===== config.mk =====
export PLATFORM = sky130hd
export DESIGN_NAME = clocked_phase_sequencer
export DESIGN_NICKNAME = d
export VERILOG_FILES = /design/src/rtl/phase_seq_pkg.sv /design/src/rtl/ack_synchronizer.sv /design/src/rtl/clocked_phase_sequencer.sv
export SDC_FILE = /design/constraint.sdc
export NUM_CORES = 1
export LEC_CHECK = 0
export CAP_MARGIN = 20
export CELL_PAD_IN_SITES_DETAIL_PLACEMENT = 0
export CELL_PAD_IN_SITES_GLOBAL_PLACEMENT = 1
export CORE_MARGIN = 4
export CORE_UTILIZATION = 38
export DETAILED_ROUTE_END_ITERATION = 6
export PLACE_DENSITY = 0.79
export SLEW_MARGIN = 20
export SYNTH_ARGS = -nofsm -noshare
export SYNTH_HDL_FRONTEND = slang
export SYNTH_SLANG_ARGS = --single-unit

===== constraint.sdc =====
create_clock -name clk -period 2.09 [get_ports clk]
set_input_delay 0.3135 -clock clk [delete_from_list [all_inputs] [get_ports clk]]
set_output_delay 0.3135 -clock clk [all_outputs]
set_load 0.005 [all_outputs]

===== src/rtl/phase_seq_pkg.sv =====
// Shared types and constants for the clocked phase sequencer: FSM state
// encoding, dual-rail symbol values, phase indices and the wavefront helper.
package phase_seq_pkg;

    typedef enum logic [1:0] {
        IDLE   = 2'd0,
        DATA   = 2'd1,
        SPACER = 2'd2,
        FAULT  = 2'd3
    } state_e;

    // Dual-rail symbols; 2'b11 is illegal and never produced.
    localparam logic [1:0] DR_NULL = 2'b00;
    localparam logic [1:0] DR_0    = 2'b01;
    localparam logic [1:0] DR_1    = 2'b10;

    localparam logic [1:0] P0 = 2'd0;
    localparam logic [1:0] P1 = 2'd1;
    localparam logic [1:0] P2 = 2'd2;

    // Packed wavefront {PH0, PH1, PH2}: the selected phase carries valid-1,
    // the other two carry valid-0.
    function automatic logic [5:0] data_wave(input logic [1:0] idx);
        logic [5:0] w;
        case (idx)
            P0:      w = {DR_1, DR_0, DR_0};
            P1:      w = {DR_0, DR_1, DR_0};
            P2:      w = {DR_0, DR_0, DR_1};
            default: w = {DR_NULL, DR_NULL, DR_NULL};
        endcase
        return w;
    endfunction

endpackage


===== src/rtl/ack_synchronizer.sv =====
// Multi-flop synchroniser bringing the core's asynchronous acknowledge
// into the clk domain.
module ack_synchronizer #(
    parameter int SYNC_STAGES = 2
) (
    input  logic clk,
    input  logic rst_n,
    input  logic async_in,
    output logic sync_out
);

    logic [SYNC_STAGES-1:0] sync_q;
    logic [SYNC_STAGES-1:0] sync_d;

    // Shift the raw input one stage deeper each cycle.
    always_comb begin
        sync_d = {sync_q[SYNC_STAGES-2:0], async_in};
    end

    // Flop chain, cleared to "no acknowledge" on reset.
    // NOTE: sequential state uses non-blocking assignments so every flop
    // samples the pre-edge value of its neighbour; blocking here would
    // collapse the chain into a single stage.
    always_ff @(posedge clk or negedge rst_n) begin
        if (!rst_n) begin
            sync_q <= '0;
        end else begin
            sync_q <= sync_d;
        end
    end

    assign sync_out = sync_q[SYNC_STAGES-1];

endmodule


===== src/rtl/clocked_phase_sequencer.sv =====
// Clocked four-phase sequencer that issues PH0 -> PH1 -> PH2 dual-rail
// tokens to the asynchronous core, counts completed instructions and
// traps a stalled core with a per-edge watchdog.
module clocked_phase_sequencer
    import phase_seq_pkg::*;
#(
    parameter int SYNC_STAGES = 2,
    parameter int TIMEOUT     = 255,
    parameter int CNT_W       = 16
) (
    input  logic             clk,
    input  logic             rst_n,
    input  logic             run,
    input  logic             ack,
    output logic [1:0]       PH0,
    output logic [1:0]       PH1,
    output logic [1:0]       PH2,
    output logic [1:0]       phase_idx,
    output logic             busy,
    output logic             err,
    output logic [CNT_W-1:0] instr_count
);

    localparam int                WAIT_W   = $clog2(TIMEOUT + 1);
    localparam logic [WAIT_W-1:0] WAIT_MAX = WAIT_W'(TIMEOUT);

    logic ack_s;

    state_e            state_q,     state_d;
    logic [1:0]        phase_idx_q, phase_idx_d;
    logic [WAIT_W-1:0] wait_q,      wait_d;
    logic [CNT_W-1:0]  count_q,     count_d;
    logic [5:0]        ph_q,        ph_d;
    logic              busy_q,      busy_d;
    logic              err_q,       err_d;

    ack_synchronizer #(
        .SYNC_STAGES(SYNC_STAGES)
    ) u_ack_sync (
        .clk     (clk),
        .rst_n   (rst_n),
        .async_in(ack),
        .sync_out(ack_s)
    );

    // Next state, watchdog, counter and registered outputs from next state.
    // NOTE: every signal written here gets a default first, so no path can
    // leave one unassigned and infer a latch.
    always_comb begin
        state_d     = state_q;
        phase_idx_d = phase_idx_q;
        wait_d      = wait_q;
        count_d     = count_q;

        case (state_q)
            IDLE: begin
                // A stale high ack blocks launch until it has fallen.
                if (run && !ack_s) begin
                    state_d     = DATA;
                    phase_idx_d = P0;
                    wait_d      = '0;
                end
            end

            DATA: begin
                if (wait_q == WAIT_MAX) begin
                    state_d = FAULT;
                end else if (ack_s) begin
                    state_d = SPACER;
                    wait_d  = '0;
                end else begin
                    wait_d = wait_q + WAIT_W'(1);
                end
            end

            SPACER: begin
                if (wait_q == WAIT_MAX) begin
                    state_d = FAULT;
                end else if (!ack_s) begin
                    wait_d = '0;
                    if (phase_idx_q == P2) begin
                        // Instruction boundary: the only place run is honoured mid-stream.
                        count_d     = count_q + CNT_W'(1);
                        phase_idx_d = P0;
                        state_d     = run ? DATA : IDLE;
                    end else begin
                        phase_idx_d = phase_idx_q + 2'd1;
                        state_d     = DATA;
                    end
                end else begin
                    wait_d = wait_q + WAIT_W'(1);
                end
            end

            FAULT: begin
                state_d = FAULT;
            end

            default: begin
                state_d = FAULT;
            end
        endcase

        ph_d   = (state_d == DATA) ? data_wave(phase_idx_d) : {DR_NULL, DR_NULL, DR_NULL};
        busy_d = (state_d == DATA) || (state_d == SPACER);
        err_d  = (state_d == FAULT);
    end

    // State and output registers, all forced to spacer/idle on reset.
    always_ff @(posedge clk or negedge rst_n) begin
        if (!rst_n) begin
            state_q     <= IDLE;
            phase_idx_q <= P0;
            wait_q      <= '0;
            count_q     <= '0;
            ph_q        <= {DR_NULL, DR_NULL, DR_NULL};
            busy_q      <= 1'b0;
            err_q       <= 1'b0;
        end else begin
            state_q     <= state_d;
            phase_idx_q <= phase_idx_d;
            wait_q      <= wait_d;
            count_q     <= count_d;
            ph_q        <= ph_d;
            busy_q      <= busy_d;
            err_q       <= err_d;
        end
    end

    assign PH0         = ph_q[5:4];
    assign PH1         = ph_q[3:2];
    assign PH2         = ph_q[1:0];
    assign phase_idx   = phase_idx_q;
    assign busy        = busy_q;
    assign err         = err_q;
    assign instr_count = count_q;

endmodule


==> reports/qor.yml, run 1 <==
setup_tns_ns: 0
cts_buffers: 5
die_width_um: 80.4
first_iter_violations: 73
clk_latency_ns: 0.29
critPathRequiredTime_ns: 2.27
cp-end-kind: "flop"
max-clock-path-buffers: 2
cpPeakStageDelay_ns: 0.40
post_drt_wl_per_cell_um: 13.5
yosys.area.top_type: "dfrtp_1"
clk_pin_slew_ns: 0.07
hold_viol: 0
clock-sinks: 38
vias_per_cell: 5.09
ys_ff_latch: 38
cts_root_buf: "clkbuf_8"
cp_max_fo: 5
syn-num-nets: 196
num_vias: 1531
fillers: 467
hpwl_um: 2820
remaining_drc_errors: 0
p_leak_nw: 1.18
design.portCount: 30
period_minus_slack_ns: 2.04
rsz0062_at_grt: "true"
start_util: 0.390
tightest_slew_ns: 0.838
crit_slowest_cell: "dfrtp_1"
cts-htree-levels: 2
yosysTopAreaCellShare: 0.477
firstDrtPassIters: 4
maxSlewViolCount: 0
grt_overflow_total: 0
port_buffers: 29
totalWireLength_um: 4050
synthCells: 179
grt_pass1_wl_um: 6760
seqCellArea_um2: 951
period_share: 0.975
synthesis.area_um2: 1990
nNetsFinal: 247
cts_tree: "yes"
dieArea_um2: 6460
fin_worst_skew_ns: 0.00558
grt.total_usage: 0.133
grt_max_degree: 39
synth_cell_type_count: 48
critPathArrivalTime_ns: 2.22
slew_headroom: 0.441
ys_seq_area_frac: 0.477
p_per_area_nw_per_um2: 566
syn_avg_cell_area_um2: 11.1
setup_viol: 0
irDropWorstVdd_v: 0.000237
post-route-util: 0.529
ant_nets: 0
antenna_found_initial: 0
core-area_um2: 5110
max_freq_ghz: 0.491
num_antenna_cells: 0
setup.worst_path.class: "flop to flop"
first_global_vias: 1498
synth_area_leaders: "dfrtp_1 (48%), ha_1 (8.2%), xnor2_1 (6.2%)"
hold_path_class: "primary input to async pin"
status: "finished clean"
path_cells: "ha_2, and4_4, a21oi_4, mux2_4, a22oi_2, ha_1, and2_1"
maxCapViolCount: 0
rows: 26
p_total_mw: 1.53
drive_gt1_frac: 0.234
yosysWarnings: 0
multi_input_comb_area_um2: 1040
area_growth_pct: 35.7
gp_congestion: 0.800
start_kind: "flop"
die_y_um: 80.4
ctsHoldBuffers: 0
cells in the mapped netlist (all sizes together):
master,count
xor2,1
nand2,10
nor4,2
nor2b,1
xnor2,14
a22o,2
or2,1
nand3,5
nand4,8
or4,1
a211oi,3
buf,7
dfrtp,38
a31o,1
a21bo,1
o21a,1
o31ai,3
a21o,2
o221ai,1
nand4bb,1
a21oi,2
a31oi,1
inv,4
and3,8
nand2b,5
nor3b,1
nor2,10
a211o,2
and2,4
o211a,1
mux2,3
o21ai,7
mux2i,2
or3,1
o22a,1
o41ai,1
ha,13
and4,4
a32o,1
nor3,2
a22oi,3
final cells by class:
type | count | share of cell area
clock buffers | 6 | 0.0305
clock inverters | 2 | 0.0222
inverters | 4 | 0.00555
multi-input cells | 130 | 0.386
flip-flops and latches | 38 | 0.352
well taps | 70 | 0.0324
repair buffers | 51 | 0.171
power by group:
part	switching (mW)	internal, mW	total (mW)
sequential	0.00269	0.737	0.739
combinational	0.0168	0.00830	0.0251
clock	0.256	0.509	0.765
per-layer routing:
| layer | share of wire | GRT usage |
|---|---|---|
| met1 | 0.46 | 0.168 |
| met2 | 0.48 | 0.212 |
| met3 | 0.042 | 0.0359 |
| met4 | 0.018 | 0.0591 |
| met5 | 0 | 0 |
cell usage in the layout, fill, tap and decap left out, drive strengths merged, types with 2 or more instances in the layout:
cell type,netlist,layout
a211o,2,2
o21ai,7,7
a22oi,3,3
clkbuf,0,6
buf,7,23
nand4,8,8
mux2i,2,2
and4,4,4
nor3,2,2
nand2,10,10
ha,13,13
a22o,2,2
inv,4,4
o31ai,3,3
clkdlybuf4s50,0,28
a21oi,2,2
a211oi,3,3
nand3,5,5
nor4,2,2
dfrtp,38,38
nand2b,5,5
bufinv,0,2
nor2,10,10
mux2,3,3
a21o,2,2
and3,8,8
and2,4,4
xnor2,14,14
critical path: cells and delay by family, from the launching register on:
kind	cells	cell delay, ns
AO/OA/AOI/OAI	2	0.40
flip-flops	1	0.40
AND/OR/NAND/NOR	2	0.32
multiplexers	1	0.33
adder cells (fa/ha/maj)	2	0.47
cell families after synthesis:
group                      count (synthesis)  share of synthesized area
DFF                                       38                      0.477
muxes                                      5                     0.0270
adders and majority gates                 13                     0.0817
AOI/OAI and AO/OA                         33                      0.133
and+or+nand+nor                           64                      0.185
buffers and inverters                     11                     0.0295
xor gates and xnor gates                  15                     0.0660
registers in the layout (all words and copies together) (netlist names):
name               flops
wait_q                 8
busy                   1
state_q                2
instr_count           16
ph_q                   6
phase_idx              2
err                    1
u_ack_sync.sync_q      2
metrics by stage:
| step | worst slack, ns | hold slack [ns] | std cells | cell area, µm² |
|---|---|---|---|---|
| after CTS | 0.0142 | 0.150 | 294 | 2620 |
| after detailed placement | 0.0320 | 0.345 | 286 | 2470 |
| after global placement | 0.00371 | 0.333 | 286 | 2470 |
| final | 0.0515 | 0.125 | 301 | 2700 |
| after floorplan | 0.0250 | 0.0179 | 179 | 2020 |
| after global routing | -0.0166 | 0.197 | 301 | 2700 |
path summary, 6_finish.rpt:
path | startpoint | end | slack, ns | cells past startpoint
max | wait_q[1]$_DFFE_PN0P_ | ph_q[4]$_DFF_PN0_ | 0.05 | 7
min | rst_n | instr_count[4]$_DFFE_PN0P_ | 0.12 | 1
max reg2reg | wait_q[1]$_DFFE_PN0P_ | ph_q[4]$_DFF_PN0_ | 0.05 | 7
min reg2reg | u_ack_sync.sync_q[0]$_DFF_PN0_ | u_ack_sync.sync_q[1]$_DFF_PN0_ | 0.37 | 0
max in group asynchronous | rst_n | wait_q[7]$_DFFE_PN0P_ | 1.44 | 1
min in group clk | u_ack_sync.sync_q[0]$_DFF_PN0_ | u_ack_sync.sync_q[1]$_DFF_PN0_ | 0.37 | 0
repair_timing:
action	CTS	global route
setup buffers	0	7
gates resized for setup	0	12
endpoints found under the setup margin	0	11
Power figures use the tool's default switching activity.
==> run 2: changes to the inputs <==
--- a/config.mk
+++ b/config.mk
@@ -9,9 +9,9 @@
 export CELL_PAD_IN_SITES_DETAIL_PLACEMENT = 0
 export CELL_PAD_IN_SITES_GLOBAL_PLACEMENT = 1
 export CORE_MARGIN = 4
-export CORE_UTILIZATION = 38
+export CORE_UTILIZATION = 42
 export DETAILED_ROUTE_END_ITERATION = 6
-export PLACE_DENSITY = 0.79
+export PLACE_DENSITY = 0.82
 export SLEW_MARGIN = 20
 export SYNTH_ARGS = -nofsm -noshare
 export SYNTH_HDL_FRONTEND = slang
==> constraint.sdc (replaced) <==
create_clock -name clk -period 2 [get_ports clk]
set_input_delay 0.3 -clock clk [delete_from_list [all_inputs] [get_ports clk]]
set_output_delay 0.3 -clock clk [all_outputs]
set_load 0.005 [all_outputs]
==> run 2 against run 1 <==
  * The flow now finishes with violations (negative setup slack)
  * First-iteration DRC count is 41% higher
  * Critical path depth unchanged
  * Global-route usage rose by 1.9 points
  * Die area fell by 8.6%
  * Utilization is 7.6 points higher
  * Worst setup slack lost 0.053 ns
  * Sequential power up 4.5%
  * Register-to-register slack worse by 0.05 ns
==> reports/qor.yml, run 2 (synthesis gave the netlist of run 1 again) <==
irDropWorstVdd_v: 0.000390
setup.worst_path.class: "flop to flop"
seqCellArea_um2: 951
period_minus_slack_ns: 2.00
cp_top_family: "adder cells"
largest_register_ffs: 16
nNetsFinal: 249
setup_tns_ns: -0.00379
cts-htree-levels: 2
final_cells: 285
p_leak_nw: 1.17
firstDrtPassIters: 4
hold_path_class: "primary input to async pin"
cts_tree: "yes"
cp_max_fo: 4
vias_per_cell: 5.56
ctsHoldBuffers: 0
placed_cells: 270
grt_pass1_wl_um: 7380
period_share: 1.00
core-area_um2: 4470
post_drt_wl_per_cell_um: 14.7
final_cell_mix: "dfrtp_1 (38), clkdlybuf4s50_1 (28), buf_4 (23)"
die_y_um: 76.9
ant_nets: 0
maxCapViolCount: 0
fin_area_um2: 2710
tightest_slew_ns: 0.833
area_growth_pct: 36.1
design.portCount: 30
slew_headroom: 0.445
place_area_um2: 2470
antenna_found_initial: 0
clk_latency_ns: 0.28
multi_input_comb_area_um2: 1110
rows: 24
max_freq_ghz: 0.500
cts_root_buf: "clkbuf_8"
hold_viol: 0
gp_congestion: 0.820
die_width_um: 76.9
start_util: 0.445
critPathArrivalTime_ns: 2.18
violations: "negative setup slack"
cpPeakStageDelay_ns: 0.39
p_per_area_nw_per_um2: 492
setup_slack_ns: -0.00195
first_iter_violations: 103
cp-end-kind: "flop"
fin_worst_skew_ns: 0.00719
setup_viol: 2
layout_commonest_cell: "dfrtp_1"
drive_gt1_frac: 0.279
grt.total_usage: 0.153
remaining_drc_errors: 0
max-clock-path-buffers: 2
clk_pin_slew_ns: 0.08
clock-sinks: 38
num_vias: 1584
port_buffers: 29
totalWireLength_um: 4200
cts_buffers: 5
critPathBufInv: 0
status: "finished, violations left"
dieArea_um2: 5910
path_cells: "ha_2, and4_4, a21oi_4, mux2_4, a22oi_2, ha_1, and2_1"
hpwl_um: 3020
holdWs_ns: 0.115
rsz0062_at_grt: "true"
start_kind: "flop"
first_global_vias: 1607
critPathRequiredTime_ns: 2.18
grt_max_degree: 39
grt_overflow_total: 0
maxSlewViolCount: 0
fillers: 362
crit_slowest_cell: "dfrtp_1"
num_antenna_cells: 0
[run 2: changes by cell type in the layout (fill, tap and decap cells not counted), moves of 2 or more]
cell / before / now
ha_1: 9 / 4
ha_4: 0 / 5
buf_4: 21 / 23
bufinv_16: 2 / 0
[run 2: worst register-to-register path, delay by kind of cell, from the launching register on]
kind | cells | cell delay [ns]
and+or+nand+nor | 2 | 0.30
AOI/OAI and AO/OA | 2 | 0.42
DFF | 1 | 0.39
muxes | 1 | 0.34
adders and majority gates | 2 | 0.45
[run 2: metrics by stage]
stage | setup slack [ns] | utilization | power (mW)
finish | -0.00195 | 0.606 | 1.33
global route | -0.0800 | 0.606 | 1.40
CTS | 0.00737 | 0.573 | 1.36
detailed placement | -0.0152 | 0.551 | 0.815
global placement | 0.0277 | 0.551 | 0.814
floorplan | -0.0257 | - | 0.793
[run 2: what timing repair did]
action	CTS	global route
setup endpoints to repair	6	21
pin swaps	0	14
resized for setup	2	22
buffers inserted	0	7
[run 2: path summary, 6_finish.rpt]
check | slack (ns) | end | depth (start not counted) | start
worst max-delay path | -0.002 | ph_q[4]$_DFF_PN0_ | 7 | wait_q[0]$_DFFE_PN0P_
worst min-delay path | 0.11 | instr_count[10]$_DFFE_PN0P_ | 1 | rst_n
worst max register to register | -0.002 | ph_q[4]$_DFF_PN0_ | 7 | wait_q[0]$_DFFE_PN0P_
worst min register to register | 0.36 | u_ack_sync.sync_q[1]$_DFF_PN0_ | 0 | u_ack_sync.sync_q[0]$_DFF_PN0_
max in group asynchronous | 1.36 | wait_q[3]$_DFFE_PN0P_ | 1 | rst_n
min in group clk | 0.36 | u_ack_sync.sync_q[1]$_DFF_PN0_ | 0 | u_ack_sync.sync_q[0]$_DFF_PN0_
[run 2: where the power goes]
group / switching, mW / internal, mW / leakage [nW] / total, mW
Sequential: 0.00248 / 0.770 / 0.474 / 0.772
Combinational: 0.0178 / 0.00856 / 0.649 / 0.0264
Clock: 0.257 / 0.277 / 0.0472 / 0.534
[run 2: area by class of cell]
type	instances	share of cell area
Clock buffer	6	0.0305
Clock inverter	2	0.00462
Inverter	4	0.00554
Multi-Input combinational cell	130	0.411
Sequential cell	38	0.351
Tap cell	52	0.0240
Timing Repair Buffer	53	0.173
[run 2: metal layers]
layer,global-route usage,part of all wire
met2,0.260,0.52
met3,0.0363,0.033
met4,0.0616,0.011
met5,0,0
met1,0.185,0.44
==> run 3: changes to the inputs <==
--- a/config.mk
+++ b/config.mk
@@ -11,6 +11,7 @@
 export CORE_MARGIN = 4
 export CORE_UTILIZATION = 42
 export DETAILED_ROUTE_END_ITERATION = 6
+export HOLD_SLACK_MARGIN = 0.08
 export PLACE_DENSITY = 0.82
 export SLEW_MARGIN = 20
 export SYNTH_ARGS = -nofsm -noshare
==> results of run 3 <==
Final layout, timing and power as in run 2 (identical DEF).
